### src/rtl/mean_pkg.sv
// mean_pkg: shared defaults and round/saturate helper for the sliding-mean output path
package mean_pkg;
   localparam int DATA_WITH_DEF  = 24;
   localparam int MEAN_LEVEL_DEF = 7;
   localparam int FIFO_DEPTH_DEF = 4;
   function automatic int level_w(input int depth);
      return $clog2(depth) + 1;
   endfunction
   localparam int LEVEL_W_DEF = level_w(FIFO_DEPTH_DEF);
   // Round-half-up then saturate to dw bits; a 64-bit datapath covers any dw+ml+1 up to 64
   function automatic logic [63:0] round_sat(input logic [63:0] d, input int dw, input int ml);
      logic [63:0] q;
      q = (d + (64'd1 << (ml - 1))) >> ml;
      return (q >= (64'd1 << dw)) ? (64'd1 << dw) - 64'd1 : q;
   endfunction
endpackage

### src/rtl/mean_sync_fifo.sv
// mean_sync_fifo: synchronous FIFO with registered head output
//   clk, rst_n    : clock, async active-low reset
//   push, din     : write request and data (accepted when not full, or full with a pop)
//   pop           : read request (ignored when empty)
//   full, empty   : occupancy flags
//   level         : occupancy 0..DEPTH
//   dout          : registered head entry
module mean_sync_fifo
   import mean_pkg::*;
#(
   parameter int WIDTH = DATA_WITH_DEF,
   parameter int DEPTH = FIFO_DEPTH_DEF,
   localparam int LW = level_w(DEPTH),
   localparam int AW = $clog2(DEPTH)
) (
   input  logic             clk,
   input  logic             rst_n,
   input  logic             push,
   input  logic [WIDTH-1:0] din,
   input  logic             pop,
   output logic             full,
   output logic             empty,
   output logic [LW-1:0]    level,
   output logic [WIDTH-1:0] dout
);
   logic [WIDTH-1:0] mem [DEPTH];
   logic [AW-1:0]    wr_ptr, rd_ptr;
   logic             do_push, do_pop;
   assign empty   = level == '0;
   assign full    = level == LW'(DEPTH);
   assign do_pop  = pop & ~empty;
   assign do_push = push & (~full | do_pop);
   always_ff @(posedge clk)
      if (do_push) mem[wr_ptr] <= din;
   // dout loads din when the new word becomes head (empty, or the only entry is popping)
   always_ff @(posedge clk or negedge rst_n)
      if (!rst_n) begin
         wr_ptr <= '0;
         rd_ptr <= '0;
         level  <= '0;
         dout   <= '0;
      end else begin
         if (do_push) wr_ptr <= wr_ptr + 1'b1;
         if (do_pop) rd_ptr <= rd_ptr + 1'b1;
         level <= level + LW'(do_push) - LW'(do_pop);
         if (do_push && (empty || (do_pop && level == LW'(1)))) dout <= din;
         else if (do_pop && level > LW'(1)) dout <= mem[rd_ptr + 1'b1];
      end
endmodule

### src/rtl/mean_sink.sv
// mean_sink: captures filter result strobes, rounds/saturates, buffers for downstream handshake
//   clk, rst_n     : clock, async active-low reset
//   iReady, iData  : filter strobe and wide filtered word
//   oValid, oData  : head result available / value
//   iAck           : downstream accepts head when oValid
//   oOverflow      : sticky drop flag, cleared by iClrOvf
//   oLevel         : FIFO occupancy
module mean_sink
   import mean_pkg::*;
#(
   parameter int DATA_WITH  = DATA_WITH_DEF,
   parameter int MEAN_Level = MEAN_LEVEL_DEF,
   parameter int FIFO_DEPTH = FIFO_DEPTH_DEF
) (
   input  logic                            clk,
   input  logic                            rst_n,
   input  logic                            iReady,
   input  logic [DATA_WITH+MEAN_Level-1:0] iData,
   output logic                            oValid,
   output logic [DATA_WITH-1:0]            oData,
   input  logic                            iAck,
   output logic                            oOverflow,
   input  logic                            iClrOvf,
   output logic [$clog2(FIFO_DEPTH):0]     oLevel
);
   logic                 ready_d, capture, pop, full, empty, ovf_evt;
   logic [DATA_WITH-1:0] rounded;
   assign capture = iReady & ~ready_d;
   assign pop     = iAck & ~empty;
   assign ovf_evt = capture & full & ~pop;
   assign rounded = DATA_WITH'(round_sat(64'(iData), DATA_WITH, MEAN_Level));
   assign oValid  = ~empty;
   // ready_d resets high so a strobe already asserted at reset release is ignored
   always_ff @(posedge clk or negedge rst_n)
      if (!rst_n) begin
         ready_d   <= 1'b1;
         oOverflow <= 1'b0;
      end else begin
         ready_d   <= iReady;
         oOverflow <= ovf_evt | (oOverflow & ~iClrOvf);
      end
   mean_sync_fifo #(.WIDTH(DATA_WITH), .DEPTH(FIFO_DEPTH)) u_fifo (
      .clk   (clk),
      .rst_n (rst_n),
      .push  (capture),
      .din   (rounded),
      .pop   (iAck),
      .full  (full),
      .empty (empty),
      .level (oLevel),
      .dout  (oData)
   );
endmodule

### config.mk
export PLATFORM = sky130hd
export DESIGN_NAME = mean_sink
export DESIGN_NICKNAME = d
export VERILOG_FILES = /design/src/rtl/mean_pkg.sv /design/src/rtl/mean_sync_fifo.sv /design/src/rtl/mean_sink.sv
export SDC_FILE = /design/constraint.sdc
export NUM_CORES = 1
export LEC_CHECK = 0
export ABC_CLOCK_PERIOD_IN_PS = 3000
export BUFFER_PORTS_ARGS = -buffer_cell sky130_fd_sc_hd__buf_2
export CAP_MARGIN = 20
export CORE_UTILIZATION = 35
export CTS_CLUSTER_DIAMETER = 80
export DETAILED_ROUTE_END_ITERATION = 10
export GPL_TIMING_DRIVEN = 0
export PLACE_DENSITY = 0.62
export SYNTH_ARGS = -nofsm -noshare
export SYNTH_HDL_FRONTEND = slang
export SYNTH_SLANG_ARGS = --single-unit
### constraint.sdc
create_clock -name clk -period 3 [get_ports clk]
set_input_delay 0.6 -clock clk [delete_from_list [all_inputs] [get_ports clk]]
set_output_delay 0.6 -clock clk [all_outputs]
set_load 0.02 [all_outputs]
==> metrics, run 1 <==
initial core utilization=0.359; Routed WL=12,500 um; crit path DAT=2550 ps; core area=15,900 sq um; Slew Limit Headroom=0.412; final hold violation count=0; total CTS buffers=17; GPL Wtd Cong=0.844; Hold Crit Class=in2async; die height=130 um; clock-pin slew on the worst setup and hold paths=60 ps; total power=6810 uW; post-cts sizing count=0; final setup fails=0; fin area=7060 sq um; Max H-tree Level=4; post-route clock period utilization=0.748; endpoint type of the worst setup path=register; # rows=46; Layout Area Growth over Synthesis=23.3%; Skew-Pair Late Insertion Delay=420 ps; leakage power figure=0.00271 uW; register area share after synthesis=0.648; GRT Overall Usage=0.166; setup TNS=0 ps; min cycle time layout=2240 ps; Cell variety after synth=45; Mapped Area=5720 sq um; peak supply drop=0.411 mV; max-slew violations=0; fraction of layout instances using a drive strength above 1=0.302; post-route setup slack=755 ps; via count=3,429; crit path launch=u_fifo.level[1]$_DFF_PN0_; post-place setup slack=428 ps; DRC Markers=0; Total Die Area=16,900 sq um; global-route wire length before repair=19,700 um; crit path kind=reg2reg; Worst Path Required=3310 ps; Mapped Nets=412; measured slew at the worst slew-check pin=882 ps; Async SR Flop Fraction=0.256; top_reg_cell synth=edfxtp_1; YS warnings=0; Longest Clk Path Bufs=2; Avg WL per Cell=18.5 um; max_cap viols=0; pwr dens=964 nW/um^2; crit-path max FO=6; placed cell areas=6390 sq um; Post-synth EDFFs=96; flops & latches, synth=129; postcts setup bufs=0; io pins=65; vias in the first global route=3,573; vias per cell=5.06; Die W=130 um; clock skew=5.49 ps; hold_buf cts=0; grt total ovfl=0; initial antenna violation count=0; Top Family by Delay on Critical Path=adder cells; CP Cell Sequence=or3_1, and2_1, ha_1, inv_1, ha_1, inv_1, fa_1, xor2_1; Pre-Repair DR Iteration Count=4; r2r startpoint=u_fifo.level[1]$_DFF_PN0_; Crit-path slowest cell=dfrtp_1; maximum operating frequency=445 MHz; DPL Wire Length=8740 um; # diodes=0; RSZ-0062 raised after global routing=no; Final nets=493; CP startpoint kind=register; largest net degree at the start of global routing=34; root buf cell=clkbuf_16; number of DRC markers in iteration 0=326; worst path bufs/invs=2; cell count after synthesis=367; IO Port Bufs=58; CTS tree=built; Syn Area/Cell=15.6 sq um; Final Util=0.443; CTS sink cnt=129; Antenna Nets Post-Route=0; status=finished, final reports clean; CP peak stage delay=440 ps
==> metal layers <==
| layer | global-route usage | up-vias | routed length [um] |
|---|---|---|---|
| li1 | - | 1575 | - |
| met1 | 0.189 | 1736 | 5040 |
| met2 | 0.284 | 92 | 6580 |
| met3 | 0.0443 | 26 | 592 |
| met4 | 0.0896 | 0 | 332 |
| met5 | 0 | - | 0 |
==> cells by family (layout without fill, tap and decap cells) <==
| kind of cell | count (synthesis) | count (layout) | synth area share |
|---|---|---|---|
| muxes | 50 | 50 | 0.142 |
| and+or+nand+nor | 89 | 89 | 0.0824 |
| buffers and inverters | 29 | 123 | 0.0278 |
| DFF | 129 | 129 | 0.648 |
| adders and majority gates | 9 | 9 | 0.0210 |
| AOI/OAI and AO/OA | 46 | 46 | 0.0560 |
| xor gates and xnor gates | 15 | 15 | 0.0230 |
==> state kept, by name (all words and copies together) (netlist names) <==
name / cells
oOverflow: 1
ready_d: 1
u_fifo.rd_ptr: 2
u_fifo.dout: 24
u_fifo.mem: 96
u_fifo.level: 3
u_fifo.wr_ptr: 2
==> Yosys cell counts (all sizes together) (5+ instances only) <==
library cell	n	area, sq um
a21oi	6	30.0
a22oi	5	37.5
and2	7	43.8
and3	14	93.8
buf	14	103
dfrtp	32	801
edfxtp	96	2880
ha	8	100
inv	11	41.3
mux2i	24	240
mux4	24	541
nand2	37	141
nand3	7	45.0
nor2	6	22.5
o21a	18	135
o21ai	5	25.0
xnor2	9	78.8
xor2	6	52.6
==> worst paths after layout <==
| kind | endpoint | cells after the start | slack, ps |
|---|---|---|---|
| max in group asynchronous | u_fifo.dout[11]$_DFFE_PN0P_ | 1 | 2140 |
| worst max-delay path | u_fifo.level[2]$_DFF_PN0_ | 8 | 760 |
| worst min register to register | oOverflow$_DFF_PN0_ | 1 | 500 |
| worst max register to register | u_fifo.level[2]$_DFF_PN0_ | 8 | 760 |
| min in group clk | ready_d$_DFF_PN1_ | 1 | 300 |
| worst min-delay path | u_fifo.dout[16]$_DFFE_PN0P_ | 1 | 300 |
==> stage by stage <==
stage,std cells,hold WS [ps]
after floorplan,367,304
after global placement,641,483
after detailed placement,645,487
after CTS,677,275
after global routing,677,285
final,677,302
==> cell usage in the layout, fill, tap and decap left out, types with 2 or more instances in the layout <==
master      netlist  routed
buf_2             7      65
edfxtp_1         96      96
nor2_1            6       6
or4_1             2       2
o21a_1           18      18
nand2_1          36      36
a41oi_1           3       3
and4_1            3       3
a31oi_1           4       4
dfrtp_1          32      32
mux2_4            2       2
nand4_1           2       2
buf_16            0       4
o31ai_1           2       2
mux4_2           24      24
o21ai_0           4       4
buf_6             4       4
nand3_2           2       2
bufinv_16         0       6
xnor2_1           9       9
xor2_1            6       6
buf_4             3       3
nor3_1            4       4
inv_1            11      11
a21oi_1           6       6
and2_1            6       6
clkbuf_16         0      17
and3_1           12      12
nand3_1           5       5
ha_1              8       8
clkinv_1          0       2
clkinvlp_4        0       5
mux2i_1          24      24
nand2b_1          3       3
clkbuf_1          4       4
a22oi_1           5       5
==> layout make-up <==
type / instances / area, sq um
Tap cell: 216 / 270
Buffer: 18 / 118
Sequential cell: 129 / 3710
Inverter: 11 / 41.3
Multi-Input combinational cell: 209 / 1850
Timing Repair Buffer: 62 / 400
Clock buffer: 17 / 425
Clock inverter: 15 / 239
Fill cell: 1426 / 8880
==> report_power, final <==
group	internal [uW]	leakage [uW]	switching (uW)
Sequential	2300	0.00126	169
Combinational	943	0.00114	1100
Clock	1550	0.000307	745
Total	4790	0.00271	2010
Note: power is estimated with default switching activity, not from simulation.
==> run 2: changes to the inputs <==
- ABC_AREA: unset -> 1
- ABC_CLOCK_PERIOD_IN_PS: 3000 -> 2300
- clock period: 3 -> 2.3 ns (I/O delays scaled with it)
==> run 2 against run 1 <==
  * Sequential share of layout area is 2.9 points lower
  * Core utilization is 1.2 points lower
  * Largest cell class unchanged
  * Combinational power is 43% higher
==> metrics, run 2 <==
final hold violation count=0 (unchanged); CTS sink cnt=129 (unchanged); most numerous cell in the Yosys netlist=nand2_1; vias per cell=4.70 (-7.2%); pwr dens=1170 nW/um^2 (+22%); clock-pin slew on the worst setup and hold paths=60 ps (about the same); top cell type by total area after synthesis=edfxtp_1; total CTS buffers=17 (unchanged); top_reg_cell synth=edfxtp_1; peak supply drop=0.620 mV (+51%); Slew Limit Headroom=0.436 (+0.0235); Hold Crit Class=in2async; Post-synth EDFFs=96 (unchanged); Antenna Nets Post-Route=0 (unchanged); final setup fails=0 (unchanged); DPL Wire Length=10,700 um (+23%); post-route clock period utilization=0.893 (+0.145); grt total ovfl=0 (unchanged); register area share after synthesis=0.596 (-0.0519); min cycle time layout=2050 ps (-190 ps); IO Port Bufs=58 (unchanged); hold_buf cts=0 (unchanged); Compound-Gate Fraction of Synth Area=0.0573 (+0.00135); final std cells w/o fill=968 (+43%); total power=8770 uW (+29%); largest net degree at the start of global routing=34 (unchanged); main combinational cell family by area after synthesis=simple AND/OR/NAND/NOR gates; # diodes=0 (unchanged); Final nets=775 (+57%); max reg flops=96 (unchanged); die height=135 um (+4.2%); Synth top area share=0.463 (-0.0403); Cell variety after synth=34 (-24%); Synth area leaders=edfxtp_1 46%, dfrtp_1 13%, nand2_1 12%; R2R setup slack=250 ps (-510 ps); status=finished, final reports clean; post-place setup slack=77.2 ps (-351 ps); leakage power figure=0.00329 uW (+22%); number of DRC markers in iteration 0=297 (-8.9%); crit path DAT=2180 ps (-370 ps); Layout Area Growth over Synthesis=20.1%; vias in the first global route=4,303 (+20%); RSZ-0062 raised after global routing=no; most frequent cells in the layout=197 x nand2_1, 96 x edfxtp_1, 86 x inv_1; Longest Clk Path Bufs=2 (unchanged); Mapped Area=6220 sq um (+8.7%); Pre-Repair DR Iteration Count=5 (+1); YS warnings=0 (unchanged); Max H-tree Level=4 (unchanged); Routed WL=15,300 um (+22%); postcts setup bufs=0 (unchanged); Post-synth top cells=197 x nand2_1, 96 x edfxtp_1, 86 x inv_1, 47 x nor2_1, 45 x nand3_1; fin area=7470 sq um (+5.8%); endpoint type of the worst setup path=register; post-cts sizing count=0 (unchanged); Die W=135 um (+4.2%); fraction of layout instances using a drive strength above 1=0.191 (-0.110); # rows=48 (+4.3%); cell count after synthesis=649 (+77%); Total Die Area=18,300 sq um (+8.6%); Syn Area/Cell=9.59 sq um (-39%); initial antenna violation count=0 (unchanged); r2r startpoint=u_fifo.level[1]$_DFF_PN0_; maximum operating frequency=487 MHz (+9.3%); max_cap viols=0 (unchanged); global-route wire length before repair=24,000 um (+22%); initial core utilization=0.358 (-0.000551); Biggest register=u_fifo.mem; GRT Overall Usage=0.179 (+0.0135); top flop regs=u_fifo.mem: 96 flops, u_fifo.dout: 24 flops, u_fifo.level: 3 flops; CP startpoint kind=register; Async SR Flop Fraction=0.256 (unchanged); mux cell area share after synthesis=0 (-0.142); DRC Markers=0 (unchanged); max-slew violations=0 (unchanged); crit path kind=reg2reg; GPL Wtd Cong=0.869 (+3.0%); placed cell areas=6890 sq um (+7.7%); CTS tree=built; Synth Area in XOR/XNOR=0.0169 (-0.00606); Mapped Nets=694 (+68%); worst r2r dst=u_fifo.mem[3][8]$_DFFE_PP_; crit-path max FO=15 (+9); post-synthesis simple-gate area fraction=0.236 (+0.154); root buf cell=clkbuf_16; Skew-Pair Late Insertion Delay=420 ps (about the same); clock skew=6.11 ps (+0.625 ps); via count=4,550 (+33%); Worst Path Required=2430 ps (-880 ps); Adder-Cell Fraction of Synth Area=0.0193 (-0.00168); io pins=65 (unchanged); most common cell after layout, fill and taps aside=nand2_1; placed insts=936 (+45%); core area=17,400 sq um (+8.9%); measured slew at the worst slew-check pin=847 ps (-35.2 ps); FILL cells=1,672 (+17%); flops & latches, synth=129 (unchanged); post-route setup slack=245 ps (-510 ps); Worst R2R Path Depth=5 (-3); Avg WL per Cell=15.8 um (-15%)
-- run 2: cell types whose count changed after synthesis, moves of 18 or more --
cell	delta
o21ai_0	+27
mux2i_1	-24
nor2_1	+41
nand2_1	+161
mux4_2	-24
nand3_1	+40
o21a_1	-18
inv_1	+75
-- run 2: cell families after synthesis --
family | Yosys count
AOI/OAI and AO/OA | 65
xor gates and xnor gates | 12
adders and majority gates | 9
buffers and inverters | 108
DFF | 129
and+or+nand+nor | 326
-- run 2: worst max-delay path by stage --
stage / startpoint / to / slack [ps] / cells past startpoint
after floorplan: u_fifo.level[1]$_DFF_PN0_ / u_fifo.mem[0][0]$_DFFE_PP_ / -7 / 4
after global placement: iReady / u_fifo.mem[1][14]$_DFFE_PP_ / -960 / 5
after detailed placement: iReady / u_fifo.mem[3][17]$_DFFE_PP_ / 80 / 6
after CTS: u_fifo.level[1]$_DFF_PN0_ / u_fifo.mem[3][8]$_DFFE_PP_ / 220 / 5
after global routing: u_fifo.level[1]$_DFF_PN0_ / u_fifo.mem[3][8]$_DFFE_PP_ / 90 / 5
final: u_fifo.level[1]$_DFF_PN0_ / u_fifo.mem[3][8]$_DFFE_PP_ / 250 / 5
-- run 2: area by class of cell --
class                      count  area (sq um)  share of cell area
buffer                        18           123              0.0164
clock buffer                  19           443              0.0593
timing repair buffer          62           375              0.0503
sequential                   129          3710               0.497
multi-input combinational    412          2060               0.276
tap                          225           282              0.0377
inverter                      90           338              0.0452
clock inverter                13           138              0.0184
-- run 2: stage by stage --
stage	hold WS (ps)	utilization	setup TNS (ps)
floorplan	164	-	-697
global placement	462	0.391	-87710
detailed placement	466	0.397	0
CTS	133	0.430	0
global route	138	0.430	0
finish	142	0.430	0
-- run 2: routing by layer --
metal	routed length (um)	share of wire	GRT usage	vias to the layer above
met5	0	0	0	-
met4	272	0.018	0.0737	0
met3	708	0.046	0.0348	17
met2	6880	0.45	0.273	128
met1	7430	0.49	0.249	2119
li1	-	-	-	2286
-- run 2: worst max-delay path: stages, from the launching register on --
cell and delay [ps]:
dfrtp_1 440, nor2_2 90, nand3_1 100, nand2_1 210, nor2_2 680, buf_16 230
-- run 2: report_power, final --
group	switching, uW	internal, uW
registers	234	2990
clock network	1020	1620
logic	1960	950
total	3210	5560
==> run 3: changes to the inputs <==
- CORE_UTILIZATION: 35 -> 45
- PLACE_DENSITY: 0.62 -> 0.74
==> run 3 against run 2 <==
  * Setup slack worse by 110 ps
  * Critical path depth unchanged
  * Non-clock buffer count down 2
  * Register-to-register slack worse by 110 ps
  * Fmax down 5.2%
  * Hold slack worse by 6.3 ps
  * Largest cell class unchanged
  * Combinational power about the same
  * Flip-flop and latch count unchanged
  * Routed wire length down 1.5%
==> metrics, run 3 (synthesis gave the netlist of run 2 again) <==
DPL Wire Length=10,200 um (-5.3%); leakage power figure=0.00330 uW (+0.35%); internal power=5710 uW (+2.8%); Worst Path Required=2420 ps (about the same); max_cap viols=0 (unchanged); maximum operating frequency=461 MHz (-5.2%); DRC Markers=0 (unchanged); Avg WL per Cell=16.4 um (+4.0%); pwr dens=1200 nW/um^2 (+2.1%); post-route clock period utilization=0.943 (+0.0492); total CTS buffers=17 (unchanged); Worst R2R Path Depth=5 (unchanged); endpoint type of the worst setup path=register; # diodes=0 (unchanged); max reg flops=96 (unchanged); initial core utilization=0.466 (+0.108); r2r startpoint=u_fifo.level[1]$_DFF_PN0_; Skew-Pair Late Insertion Delay=420 ps (about the same); final setup fails=0 (unchanged); Die W=120 um (-12%); min cycle time layout=2170 ps (+113 ps); core area=13,300 sq um (-23%); Hold Crit Class=in2async; CP startpoint kind=register; worst r2r dst=u_fifo.mem[0][7]$_DFFE_PP_; die height=120 um (-12%); max-slew violations=0 (unchanged); top flop regs=u_fifo.mem: 96 flops, u_fifo.dout: 24 flops, u_fifo.level: 3 flops; post-route setup slack=132 ps (-113 ps); R2R setup slack=130 ps (-110 ps); crit path DAT=2290 ps (+110 ps); most frequent cells in the layout=197 x nand2_1, 96 x edfxtp_1, 86 x inv_1; root buf cell=clkbuf_16; postcts setup bufs=0 (unchanged); IO Port Bufs=58 (unchanged); io pins=65 (unchanged); Slew Limit Headroom=0.437 (+0.00144); vias per cell=5.17 (+9.9%); Pre-Repair DR Iteration Count=5 (unchanged); via count=4,739 (+4.2%); Antenna Nets Post-Route=0 (unchanged); clock-pin slew on the worst setup and hold paths=60 ps (about the same); Net Sw Power=3150 uW (-1.9%); most common cell after layout, fill and taps aside=nand2_1; GPL Wtd Cong=0.848 (-2.4%); final hold violation count=0 (unchanged); status=finished, final reports clean; Longest Clk Path Bufs=2 (unchanged); CTS sink cnt=129 (unchanged); final std cells w/o fill=917 (-5.3%); post-place setup slack=-69.9 ps (-147 ps); global-route wire length before repair=23,500 um (-2.1%); initial antenna violation count=0 (unchanged); grt total ovfl=0 (unchanged); Comb pwr share=0.330 (-0.002); GRT Overall Usage=0.222 (+0.0434); Final nets=773 (-0.26%); CTS tree=built; RSZ-0062 raised after global routing=no; vias in the first global route=4,619 (+7.3%); Seq pwr share=0.364 (-0.003); crit-path max FO=13 (-2); clock skew=9.89 ps (+3.78 ps); placed insts=885 (-5.4%); measured slew at the worst slew-check pin=843 ps (-4.16 ps); Clk network pwr share=0.306 (+0.005); setup TNS=0 ps (unchanged); Routed WL=15,100 um (-1.5%); Sw Ratio=0.355 (-0.0109); Max H-tree Level=4 (unchanged); Layout Area Growth over Synthesis=18.9%; Total Die Area=14,300 sq um (-22%); Biggest register=u_fifo.mem; hold_buf cts=0 (unchanged); crit path kind=reg2reg; largest net degree at the start of global routing=34 (unchanged); # rows=42 (-13%); fraction of layout instances using a drive strength above 1=0.185 (-0.00623); peak supply drop=0.555 mV (-11%); number of DRC markers in iteration 0=352 (+19%); post-cts sizing count=0 (unchanged)
## run 3: power by group through the flow
stage,Clock (uW),Sequential [uW],Combinational (uW)
after floorplan,0,3540,1650
after global placement,0,3260,2780
after detailed placement,0,3260,2890
after CTS,2720,3230,2930
after global routing,2800,3270,3270
final,2720,3220,2920
## run 3: critical path, stage by stage, from the launching register on
cell     delay [ps]
dfrtp_1         450
nor2_2          100
nand3_1         110
nand2_1         220
nor2_2          720
buf_8           250
## run 3: layout make-up
cell class / instances / area, sq um
buffer: 18 / 123
clock buffer: 29 / 574
clock inverter: 3 / 40.0
fill: 1131 / 5950
inverter: 90 / 338
multi-input combinational: 412 / 2070
sequential: 129 / 3710
tap: 176 / 220
timing repair buffer: 60 / 320
## run 3: how the worst max path moves through the flow
stage | from | cells after the start | slack (ps) | endpoint
CTS | u_fifo.level[1]$_DFF_PN0_ | 5 | 120 | u_fifo.mem[0][19]$_DFFE_PP_
finish | u_fifo.level[1]$_DFF_PN0_ | 5 | 130 | u_fifo.mem[0][7]$_DFFE_PP_
detailed placement | iReady | 6 | -70 | u_fifo.mem[0][14]$_DFFE_PP_
global placement | iReady | 5 | -960 | u_fifo.mem[1][6]$_DFFE_PP_
floorplan | u_fifo.level[1]$_DFF_PN0_ | 4 | -7 | u_fifo.mem[0][0]$_DFFE_PP_
global route | u_fifo.level[1]$_DFF_PN0_ | 5 | 50 | u_fifo.mem[0][7]$_DFFE_PP_
## run 3: stage by stage
step / utilization / total power (uW) / hold slack, ps / area, sq um
2_1_floorplan: - / 5190 / 164 / 6220
3_3_place_gp: 0.504 / 6030 / 464 / 6730
3_5_place_dp: 0.508 / 6150 / 460 / 6780
4_1_cts: 0.554 / 8870 / 141 / 7400
5_1_grt: 0.554 / 9340 / 144 / 7400
6_report: 0.554 / 8870 / 136 / 7400
## run 3: per-layer routing
layer / vias to the layer above / GRT usage / wire, um
met5: - / 0 / 0
met3: 26 / 0.0480 / 981
met4: 0 / 0.0953 / 291
met1: 2243 / 0.273 / 6240
li1: 2284 / - / -
met2: 186 / 0.378 / 7540
